[src/rtl/arm_pipe_pkg.sv]
// Shared types and constants for the ARM pipeline controller.
//   SB_AW         register address width carried in scoreboard entries
//   FWD_RF        forwarding select value meaning "read the register file"
//   sb_entry_t    one in-flight instruction record {valid, wb_en, mem_r, mem_w, dest}
//   stall_state_e memory stall FSM states
//   mem_stages_ok legal range check for the MEM_STAGES parameter
package arm_pipe_pkg;

  localparam int unsigned SB_AW  = 4;
  localparam int unsigned FWD_RF = 0;

  typedef struct packed {
    logic             valid;
    logic             wb_en;
    logic             mem_r;
    logic             mem_w;
    logic [SB_AW-1:0] dest;
  } sb_entry_t;

  typedef enum logic {
    ST_RUN  = 1'b0,
    ST_WAIT = 1'b1
  } stall_state_e;

  function automatic bit mem_stages_ok(input int unsigned n);
    return (n >= 1) && (n <= 3);
  endfunction

endpackage

[src/rtl/arm_sb_match.sv]
// Combinational priority matcher of one source register against the scoreboard.
//   en_i        source is actually read by the ID instruction
//   src_i       source register address
//   sb_i        scoreboard, index 0 = EXE (youngest) ... D-1 = WB (oldest)
//   hit_o       match anywhere in EXE..last MEM stage (WB excluded)
//   load_hit_o  match on the EXE entry and that entry is a load
//   sel_o       i+1 of the youngest matching entry, skipping a matching load in EXE
module arm_sb_match
  import arm_pipe_pkg::*;
#(
  parameter int unsigned D          = 3,
  parameter int unsigned MEM_STAGES = 1,
  parameter int unsigned FW         = 2
) (
  input  logic                    en_i,
  input  logic [SB_AW-1:0]        src_i,
  input  sb_entry_t [D-1:0]       sb_i,
  output logic                    hit_o,
  output logic                    load_hit_o,
  output logic [FW-1:0]           sel_o
);

  logic unused_mem;

  // Walk from youngest to oldest so the first match found wins the select.
  always_comb begin
    logic m;
    logic found;
    hit_o      = 1'b0;
    load_hit_o = 1'b0;
    sel_o      = FW'(FWD_RF);
    found      = 1'b0;
    m          = 1'b0;
    for (int i = 0; i < int'(D); i++) begin
      m = en_i & sb_i[i].valid & sb_i[i].wb_en & (sb_i[i].dest == src_i);
      if (m && (i <= int'(MEM_STAGES))) hit_o = 1'b1;
      // A load still in EXE has no data yet: flag it and look further back.
      if (m && (i == 0) && sb_i[i].mem_r) begin
        load_hit_o = 1'b1;
      end else if (m && !found) begin
        found = 1'b1;
        sel_o = FW'(i + 1);
      end
    end
  end

  // Memory-type flags of most entries do not affect matching.
  always_comb begin
    unused_mem = 1'b0;
    for (int i = 0; i < int'(D); i++) begin
      unused_mem = unused_mem ^ sb_i[i].mem_r ^ sb_i[i].mem_w;
    end
  end

endmodule

[src/rtl/arm_pipe_ctrl.sv]
// Pipeline controller for the ARM core: hazard detection over MEM_STAGES memory
// stages, multi-cycle memory stall handshake, branch flush sequencing, optional
// operand forwarding selects and a saturating stall counter.
// Optional feature macro: FORWARDING_EN (load-use hazards only + fwd_sel outputs).
// Ports:
//   clk, rst                      clock, synchronous active-high reset
//   id_*                          decoded ID-stage instruction
//   ex_br_taken                   branch resolved taken in EXE
//   mem_ready                     memory access completes in last MEM stage
//   freeze_pc, freeze_if_id       hold PC / IF-ID (combinational)
//   flush_if_id, flush_id_ex      clear IF-ID / bubble into ID-EX (combinational)
//   stall_back                    hold ID-EX and later stages (combinational)
//   hazard                        data hazard this cycle (combinational)
//   fwd_sel1, fwd_sel2            operand sources, 0 = RF, i+1 = scoreboard i
//   mem_timeout                   sticky memory wait timeout (registered)
//   stall_cnt                     saturating count of freeze cycles (registered)
module arm_pipe_ctrl
  import arm_pipe_pkg::*;
#(
  parameter  int unsigned REG_AW     = SB_AW,
  parameter  int unsigned MEM_STAGES = 1,
  parameter  int unsigned MAX_WAIT   = 15,
  parameter  int unsigned CNT_W      = 16,
  localparam int unsigned D          = MEM_STAGES + 2,
  localparam int unsigned FW         = $clog2(D + 1)
) (
  input  logic              clk,
  input  logic              rst,
  input  logic              id_valid,
  input  logic [REG_AW-1:0] id_src1,
  input  logic [REG_AW-1:0] id_src2,
  input  logic              id_two_src,
  input  logic              id_wb_en,
  input  logic [REG_AW-1:0] id_dest,
  input  logic              id_mem_r,
  input  logic              id_mem_w,
  input  logic              ex_br_taken,
  input  logic              mem_ready,
  output logic              freeze_pc,
  output logic              freeze_if_id,
  output logic              flush_if_id,
  output logic              flush_id_ex,
  output logic              stall_back,
  output logic              hazard,
  output logic [FW-1:0]     fwd_sel1,
  output logic [FW-1:0]     fwd_sel2,
  output logic              mem_timeout,
  output logic [CNT_W-1:0]  stall_cnt
);

  localparam int unsigned WW = $clog2(MAX_WAIT + 1);

  if (!mem_stages_ok(MEM_STAGES) || (REG_AW != SB_AW)) begin : g_bad_cfg
    $error("arm_pipe_ctrl: unsupported MEM_STAGES or REG_AW");
  end

  sb_entry_t [D-1:0] sb_q, sb_d;
  sb_entry_t         id_ent;
  sb_entry_t         sb0_in;
  stall_state_e      state_q, state_d;
  logic [WW-1:0]     wait_q, wait_d;
  logic              timeout_q, timeout_d;
  logic [CNT_W-1:0]  cnt_q, cnt_d;
  logic              mem_stall;
  logic              haz_raw;
  logic              src2_used;
  logic              hit1, hit2, lhit1, lhit2;
  logic [FW-1:0]     sel1, sel2;
  logic [FW-1:0]     fwd1_raw, fwd2_raw;

  assign id_ent = '{valid: id_valid, wb_en: id_wb_en, mem_r: id_mem_r,
                    mem_w: id_mem_w, dest: SB_AW'(id_dest)};

  // Access in the last MEM stage that memory has not yet completed.
  assign mem_stall = sb_q[MEM_STAGES].valid &
                     (sb_q[MEM_STAGES].mem_r | sb_q[MEM_STAGES].mem_w) & ~mem_ready;

  // A store reads its data register through src2 even without two_src.
  assign src2_used = id_valid & (id_two_src | id_mem_w);

  arm_sb_match #(.D(D), .MEM_STAGES(MEM_STAGES), .FW(FW)) u_match1 (
    .en_i       (id_valid),
    .src_i      (SB_AW'(id_src1)),
    .sb_i       (sb_q),
    .hit_o      (hit1),
    .load_hit_o (lhit1),
    .sel_o      (sel1)
  );

  arm_sb_match #(.D(D), .MEM_STAGES(MEM_STAGES), .FW(FW)) u_match2 (
    .en_i       (src2_used),
    .src_i      (SB_AW'(id_src2)),
    .sb_i       (sb_q),
    .hit_o      (hit2),
    .load_hit_o (lhit2),
    .sel_o      (sel2)
  );

`ifdef FORWARDING_EN
  // Everything but a load still in EXE can be forwarded.
  logic unused_hit;
  assign haz_raw    = lhit1 | lhit2;
  assign fwd1_raw   = sel1;
  assign fwd2_raw   = sel2;
  assign unused_hit = hit1 | hit2;
`else
  // No bypass network: wait until the producer reaches WB.
  logic unused_fwd;
  assign haz_raw    = hit1 | hit2;
  assign fwd1_raw   = FW'(FWD_RF);
  assign fwd2_raw   = FW'(FWD_RF);
  assign unused_fwd = ^{lhit1, lhit2, sel1, sel2};
`endif

  // Stage control: memory stall dominates, then branch flush, then data hazard.
  always_comb begin
    freeze_pc    = 1'b0;
    freeze_if_id = 1'b0;
    flush_if_id  = 1'b0;
    flush_id_ex  = 1'b0;
    stall_back   = 1'b0;
    hazard       = 1'b0;
    fwd_sel1     = FW'(FWD_RF);
    fwd_sel2     = FW'(FWD_RF);
    if (!rst) begin
      fwd_sel1 = fwd1_raw;
      fwd_sel2 = fwd2_raw;
      if (mem_stall) begin
        freeze_pc    = 1'b1;
        freeze_if_id = 1'b1;
        stall_back   = 1'b1;
      end else if (ex_br_taken) begin
        flush_if_id = 1'b1;
        flush_id_ex = 1'b1;
      end else if (haz_raw) begin
        hazard       = 1'b1;
        freeze_pc    = 1'b1;
        freeze_if_id = 1'b1;
        flush_id_ex  = 1'b1;
      end
    end
  end

  // Scoreboard shift, stall FSM, wait timer and stall counter next state.
  always_comb begin
    sb_d      = sb_q;
    state_d   = state_q;
    wait_d    = wait_q;
    timeout_d = timeout_q;
    cnt_d     = cnt_q;
    sb0_in    = (id_valid && !haz_raw && !ex_br_taken) ? id_ent : '0;
    if (mem_stall) begin
      state_d = ST_WAIT;
      if (state_q == ST_RUN) begin
        wait_d = WW'(1);
      end else if (wait_q < WW'(MAX_WAIT)) begin
        wait_d = wait_q + WW'(1);
      end
      if (wait_d >= WW'(MAX_WAIT)) timeout_d = 1'b1;
    end else begin
      state_d = ST_RUN;
      wait_d  = '0;
      sb_d[0] = sb0_in;
      for (int i = 1; i < int'(D); i++) begin
        sb_d[i] = sb_q[i-1];
      end
    end
    if ((freeze_pc || stall_back) && (cnt_q != '1)) cnt_d = cnt_q + CNT_W'(1);
  end

  always_ff @(posedge clk) begin
    if (rst) begin
      sb_q      <= '0;
      state_q   <= ST_RUN;
      wait_q    <= '0;
      timeout_q <= 1'b0;
      cnt_q     <= '0;
    end else begin
      sb_q      <= sb_d;
      state_q   <= state_d;
      wait_q    <= wait_d;
      timeout_q <= timeout_d;
      cnt_q     <= cnt_d;
    end
  end

  assign mem_timeout = timeout_q;
  assign stall_cnt   = cnt_q;

endmodule
[config.mk]
export PLATFORM = sky130hd
export DESIGN_NAME = arm_pipe_ctrl
export DESIGN_NICKNAME = d
export VERILOG_FILES = /design/src/rtl/arm_pipe_pkg.sv /design/src/rtl/arm_sb_match.sv /design/src/rtl/arm_pipe_ctrl.sv
export SDC_FILE = /design/constraint.sdc
export NUM_CORES = 1
export LEC_CHECK = 0
export CAP_MARGIN = 20
export CELL_PAD_IN_SITES_DETAIL_PLACEMENT = 1
export CELL_PAD_IN_SITES_GLOBAL_PLACEMENT = 2
export CORE_AREA = 2 2 84 86
export CTS_CLUSTER_DIAMETER = 80
export DETAILED_ROUTE_END_ITERATION = 6
export DIE_AREA = 0 0 86 88
export HOLD_SLACK_MARGIN = 0.15
export PLACE_DENSITY = 0.83
export REMOVE_ABC_BUFFERS = 1
export SETUP_SLACK_MARGIN = 0.5
export SYNTH_ARGS = -nofsm -noshare
export SYNTH_HDL_FRONTEND = slang
export SYNTH_SLANG_ARGS = --single-unit
[constraint.sdc]
create_clock -name clk -period 2.75 [get_ports clk]
set_input_delay 0.275 -clock clk [delete_from_list [all_inputs] [get_ports clk]]
set_output_delay 0.275 -clock clk [all_outputs]
set_load 0.01 [all_outputs]
# ---- Word level (Yosys, flattened, before mapping)
# Index checks and enable logic that the tools add are counted.
dict set report totals {
  inputBits 21
  output_inout_bits 27
  ff_bits 38
  elab_cells 73
}
dict set report classes {
  eq_ne 5
  mux 22
  n_bitwise 20
  order_cmp 2
  n_reduce_logical 8
  add_sub_neg 2
}
# operator n
set ops {}
lappend ops {{two-way mux 1 bit} 18}
lappend ops {{adder 16 x 1 -> 16 bit (second input constant)} 1}
lappend ops {{== test 4 bit} 4}
lappend ops {{!= test 16 bit (second input constant)} 1}
lappend ops {{bitwise AND 1 bit} 15}
lappend ops {{two-way mux 4 bit} 3}
lappend ops {{two-way mux 8 bit} 1}
lappend ops {{adder 4 x 1 -> 4 bit (second input constant)} 1}
lappend ops {{>= comparator 4 bit (second input constant)} 1}
lappend ops {{less-than comparator 4 bit (second input constant)} 1}
lappend ops {{logical AND 1 bit} 3}
lappend ops {{bitwise OR 1 bit} 3}
lappend ops {{logical NOT 1 bit} 2}
lappend ops {{inverter 1 bit} 2}
lappend ops {{AND reduction 2 bit} 1}
lappend ops {{OR reduction 2 bit} 1}
lappend ops {{logical OR 1 bit} 1}

# ---- Depth between registers and ports, before layout
dict set report logic_depth {
  word_depth 14
  ltp_mapped 7
  ltp_nobuf 7
}

# ---- Cells and area by module
# From an unflattened synthesis, not the netlist that was laid out.
dict set report unflattened {
  cells_unflattened 272
  hier_area_um2 2433.6
}
# module n_inst cells_per_inst area_each_um2 seq_area_each_um2
set by_module_without_submodules {}
lappend by_module_without_submodules {arm_pipe_ctrl 1 222 2040.7 920.9}
lappend by_module_without_submodules {arm_sb_match 2 25 196.4 0.0}

# ---- Worst setup path after synthesis
# No wires, ideal clock.
dict set report synth_path {
  path_type {reg2reg}
  start {reg cnt_q[0] (netlist: stall_cnt[0])}
  end {reg cnt_q[10] (netlist: stall_cnt[10])}
  arrival_time_ns 1.816
  required_ns 2.627
  path_buffers 0
  slack_ns 0.810
  period_less_slack_ns 1.940
  stages_incl_launch_ff 8
  cell_sequence {dfxtp_1 > ha_1 > and3_1 > and4_1 > inv_2 > nor3_4 > a211oi_1 > mux2_1}
}
dict set report synth_via {
  elab_chain_cells 2
  elab_cells_between_ends 3
  cone_classes {1 x add/sub; 1 x eq/ne; 1 x reduce/logical}
}
# item line_no
set synth_rtl {}
lappend synth_rtl {{start: declaration} arm_pipe_ctrl.sv:63} ;# logic [CNT_W-1:0] cnt_q, cnt_d;
lappend synth_rtl {{start signal: assignment} arm_pipe_ctrl.sv:183} ;# cnt_q <= cnt_d;
lappend synth_rtl {{branches (longest 2 deep; another with adder 16 x 1 -> 16 bit)} n/a}
# Parallel ways; which one is timed is not known.
# A chain may end at the register's enable or synchronous reset.

# ---- Worst setup path in the final report
dict set report layout_path {
  start {in id_src2[3]}
  end {out flush_id_ex}
}
dict set report layout_via {
  elab_chain_cells 9
  elab_cells_between_ends 11
  cone_classes {2 x eq/ne; 6 x mux; 3 x bitwise}
}
# item line_no
set layout_rtl {}
lappend layout_rtl {{start: declaration} arm_pipe_ctrl.sv:31} ;# input logic [REG_AW-1:0] id_src2,
lappend layout_rtl {{== test 4 bit} arm_sb_match.sv:35} ;# m = en_i & sb_i[i].valid & sb_i[i].wb_en & (sb_i[i].dest == src_i);
lappend layout_rtl {{bitwise AND 1 bit} arm_sb_match.sv:35}
lappend layout_rtl {{two-way mux 1 bit} arm_sb_match.sv:36} ;# if (m && (i <= int'(MEM_STAGES))) hit_o = 1'b1;
lappend layout_rtl {{two-way mux 1 bit (*)} arm_sb_match.sv:36}
lappend layout_rtl {{bitwise OR 1 bit (*)} arm_pipe_ctrl.sv:109} ;# assign haz_raw = hit1 | hit2;
lappend layout_rtl {{two-way mux 1 bit (*)} arm_pipe_ctrl.sv:135} ;# end else if (haz_raw) begin
lappend layout_rtl {{two-way mux 1 bit (*)} arm_pipe_ctrl.sv:132} ;# end else if (ex_br_taken) begin
lappend layout_rtl {{two-way mux 1 bit (*)} arm_pipe_ctrl.sv:128} ;# if (mem_stall) begin
lappend layout_rtl {{two-way mux 1 bit (*)} arm_pipe_ctrl.sv:125} ;# if (!rst) begin
lappend layout_rtl {{end: declaration} arm_pipe_ctrl.sv:42} ;# output logic flush_id_ex,
# Every way passes the cells marked *; elsewhere a longest branch is shown, timed or not.

==> impl_metrics.yaml <==
routing:
  ant_nets: 0
  detail_route.wl_per_cell_um: 14.8
  drcViolationCount: 0
  drtIter0Drc: 52
  routed_wl_um: 5370
  num_vias: 1806
  via_per_inst: 4.99
  drtPass1Iterations: 4
timing:
  fin_crit_ps: 2170
  finClkSkew_ps: 6.15
  hold_viol: 0
  setup_viol_count_final: 0
  tns_ps: 0
  fin_crit_sh_pct: 78.8
  whs_ps: 483
  fmax_mhz: 461
  rsz0062_at_grt: "true"
  report.final.slew_viol_count: 0
floorplan:
  fp.coreArea_um2: 6640
  io_pins: 48
  die_w_um: 86
  die_area_um2: 7570
  die_h_um: 88
  initial_utilization_pct: 31.2
  num_rows: 30
critical_path:
  crit_type: "in2out"
  required_ps: 2480
  cp.arrival_ps: 1890
  worstPathMaxFanout: 7
  critPathLaunchType: "input pin"
  end_kind: "output pin"
clocking:
  clock_latency_ps: 290
  cts_buffer_depth: 2
  clockRootBuffer: "clkbuf_8"
  ctsHoldBuffers: 0
  clkTransAtPathRegs_ps: 80
  cts_buffers: 5
  htreeDepth: 2
  cts.sinks: 38
  tritoncts: "done"
power:
  seqPwrFrac_pct: 49.4
  p_per_area_nw_per_um2: 409
  p_comb_share_pct: 8.0
  p_clk_share_pct: 42.6
  p_leak_nw: 1.09
  swShare_pct: 23.0
  netSwitchingPower_mw: 0.262
  p_int_mw: 0.873
  worst_ir_drop_vdd_v: 0.000231
min_path:
  hp-class: "reg2reg"
placement:
  routabilityCongestion: 0.789
  placedInstanceArea_um2: 2590
  dp.cells: 348
  dp_hpwl_um: 4130
  port_buffers: 43
layout:
  drive_gt1_share_pct: 15.2
  diodes: 0
  final_util_pct: 41.7
  fin_area_um2: 2770
  nNetsFinal: 304
  final_cells: 362
  synthToLayoutAreaGrowth_pct: 33.7
synthesis:
  synthArstFlopShare_pct: 0
  dominantRegCellSynth: "dfxtp_1"
  synth_most_common_cell: "dfxtp_1"
  yosysTopAreaCell: "dfxtp_1"
  synthTopCellsByCount: "dfxtp_1 (38), nor2_1 (25), xnor2_1 (15), mux2i_1 (13), nand2_1 (13)"
  netlist_area_um2: 2070
  synth-edff-count: 0
  synth-warning-count: 0
  synth_top_cell_area_share_pct: 36.7
  synthTopCellsByArea: "dfxtp_1 (37%), xnor2_1 (6.3%), mux2i_1 (6.3%), nor2_1 (4.5%), nand4_1 (3.6%)"
  synthCells: 228
  yosysUniqueCellTypes: 41
  ys_seq_area_share_pct: 36.7
  avgSynthCellArea_um2: 9.10
  synth_seq_cells: 38
grt:
  top_usage_layer: "met2"
  grtUsageMet2_pct: 26.4
  met3_usage_pct: 3.30
  antenna_found_initial: 0
  met1_usage_pct: 18.6
  grt_pass1_wl_um: 8980
  grt_max_degree: 21
  first_global_vias: 1877
  grt-ovfl-total: 0
  grt_usage_pct: 15.1
job:
  max-cap-violations: 0
status:
  status: "complete, no violations"
-- layer usage --
| layer | wire, um | vias up | share of wire [%] |
|---|---|---|---|
| met2 | 2660 | 41 | 50 |
| met3 | 198 | 5 | 3.7 |
| met1 | 2440 | 853 | 46 |
| met4 | 64 | 0 | 1.2 |
| li1 | - | 907 | - |
| met5 | 0 | - | 0 |
-- flip-flops by register name (all words and copies together) (netlist names) --
register / count
state_q: 1
sb_q: 16
wait_q: 4
mem_timeout: 1
stall_cnt: 16
-- critical path: stages --
cell and delay (ps):
clkdlybuf4s50_1 510, xnor2_1 130, nand2_1 100, nor4_4 340, buf_4 180, nor3_4 60, a21oi_1 150, clkbuf_2 140
-- timing repair --
| item | 4_1_cts | 5_1_grt |
|---|---|---|
| pin swaps | 2 | 3 |
| buffers inserted | 2 | 4 |
| setup endpoints to repair | 7 | 11 |
| hold endpoints to repair | 0 | 0 |
| resized for setup | 10 | 6 |
-- power groups by stage --
stage | sequential (mW) | combinational, mW | clock (mW)
floorplan | 0.572 | 0.0372 | 0
global placement | 0.574 | 0.0902 | 0
detailed placement | 0.574 | 0.0921 | 0
CTS | 0.561 | 0.0915 | 0.501
global route | 0.562 | 0.100 | 0.525
finish | 0.561 | 0.0904 | 0.484
-- area by class of cell --
type	count	area [um2]
Multi-Input combinational cell	172	1240
Clock inverter	3	45.0
Fill cell	761	3870
Inverter	8	30.0
Sequential cell	38	761
Clock buffer	5	68.8
Timing Repair Buffer	56	523
Tap cell	80	100
-- through the flow --
stage | worst slack (ps) | power, mW
6_report | 582 | 1.13
5_1_grt | 453 | 1.19
4_1_cts | 448 | 1.15
3_5_place_dp | 193 | 0.666
3_3_place_gp | 220 | 0.664
2_1_floorplan | 342 | 0.609
-- final timing paths --
kind	from	end	slack, ps	cells after the start
worst max register to register	stall_cnt[0]	stall_cnt[8]	610	7
worst max-delay path	id_src2[3]	flush_id_ex	580	8
worst min register to register	state_q	wait_q[1]	480	2
worst min-delay path	state_q	wait_q[1]	480	2
-- placed cells by master (no fill, tap or decap), types with 2 or more instances in the layout --
cell / count
a211oi_1: 6
a211oi_2: 2
a21oi_1: 4
a22o_1: 7
and2_1: 2
and3_1: 7
buf_4: 12
clkbuf_8: 5
clkdlybuf4s50_1: 38
clkinvlp_4: 2
conb_1: 4
dfxtp_1: 38
dlygate4sd2_1: 3
ha_1: 2
inv_1: 5
inv_2: 3
mux2_1: 5
mux2_2: 6
mux2i_1: 13
nand2_1: 12
nand3_1: 10
nand3b_1: 2
nand4_1: 12
nor2_1: 25
nor2b_1: 12
nor3_4: 2
o211ai_1: 3
o21ai_0: 5
xnor2_1: 15
xor2_1: 2
-- cells by family (layout without fill, tap and decap cells) --
logic type	count (synthesis)	in the layout	share of synthesized area [%]
simple gates	91	91	24.8
buf+inv	21	72	5.07
fa+ha+maj	2	2	1.21
other cells	1	4	0.181
flops	38	38	36.7
xor+xnor	17	17	7.18
compound gates	34	34	12.6
mux	24	24	12.2
No activity file was read; power rests on OpenSTA's default activity.
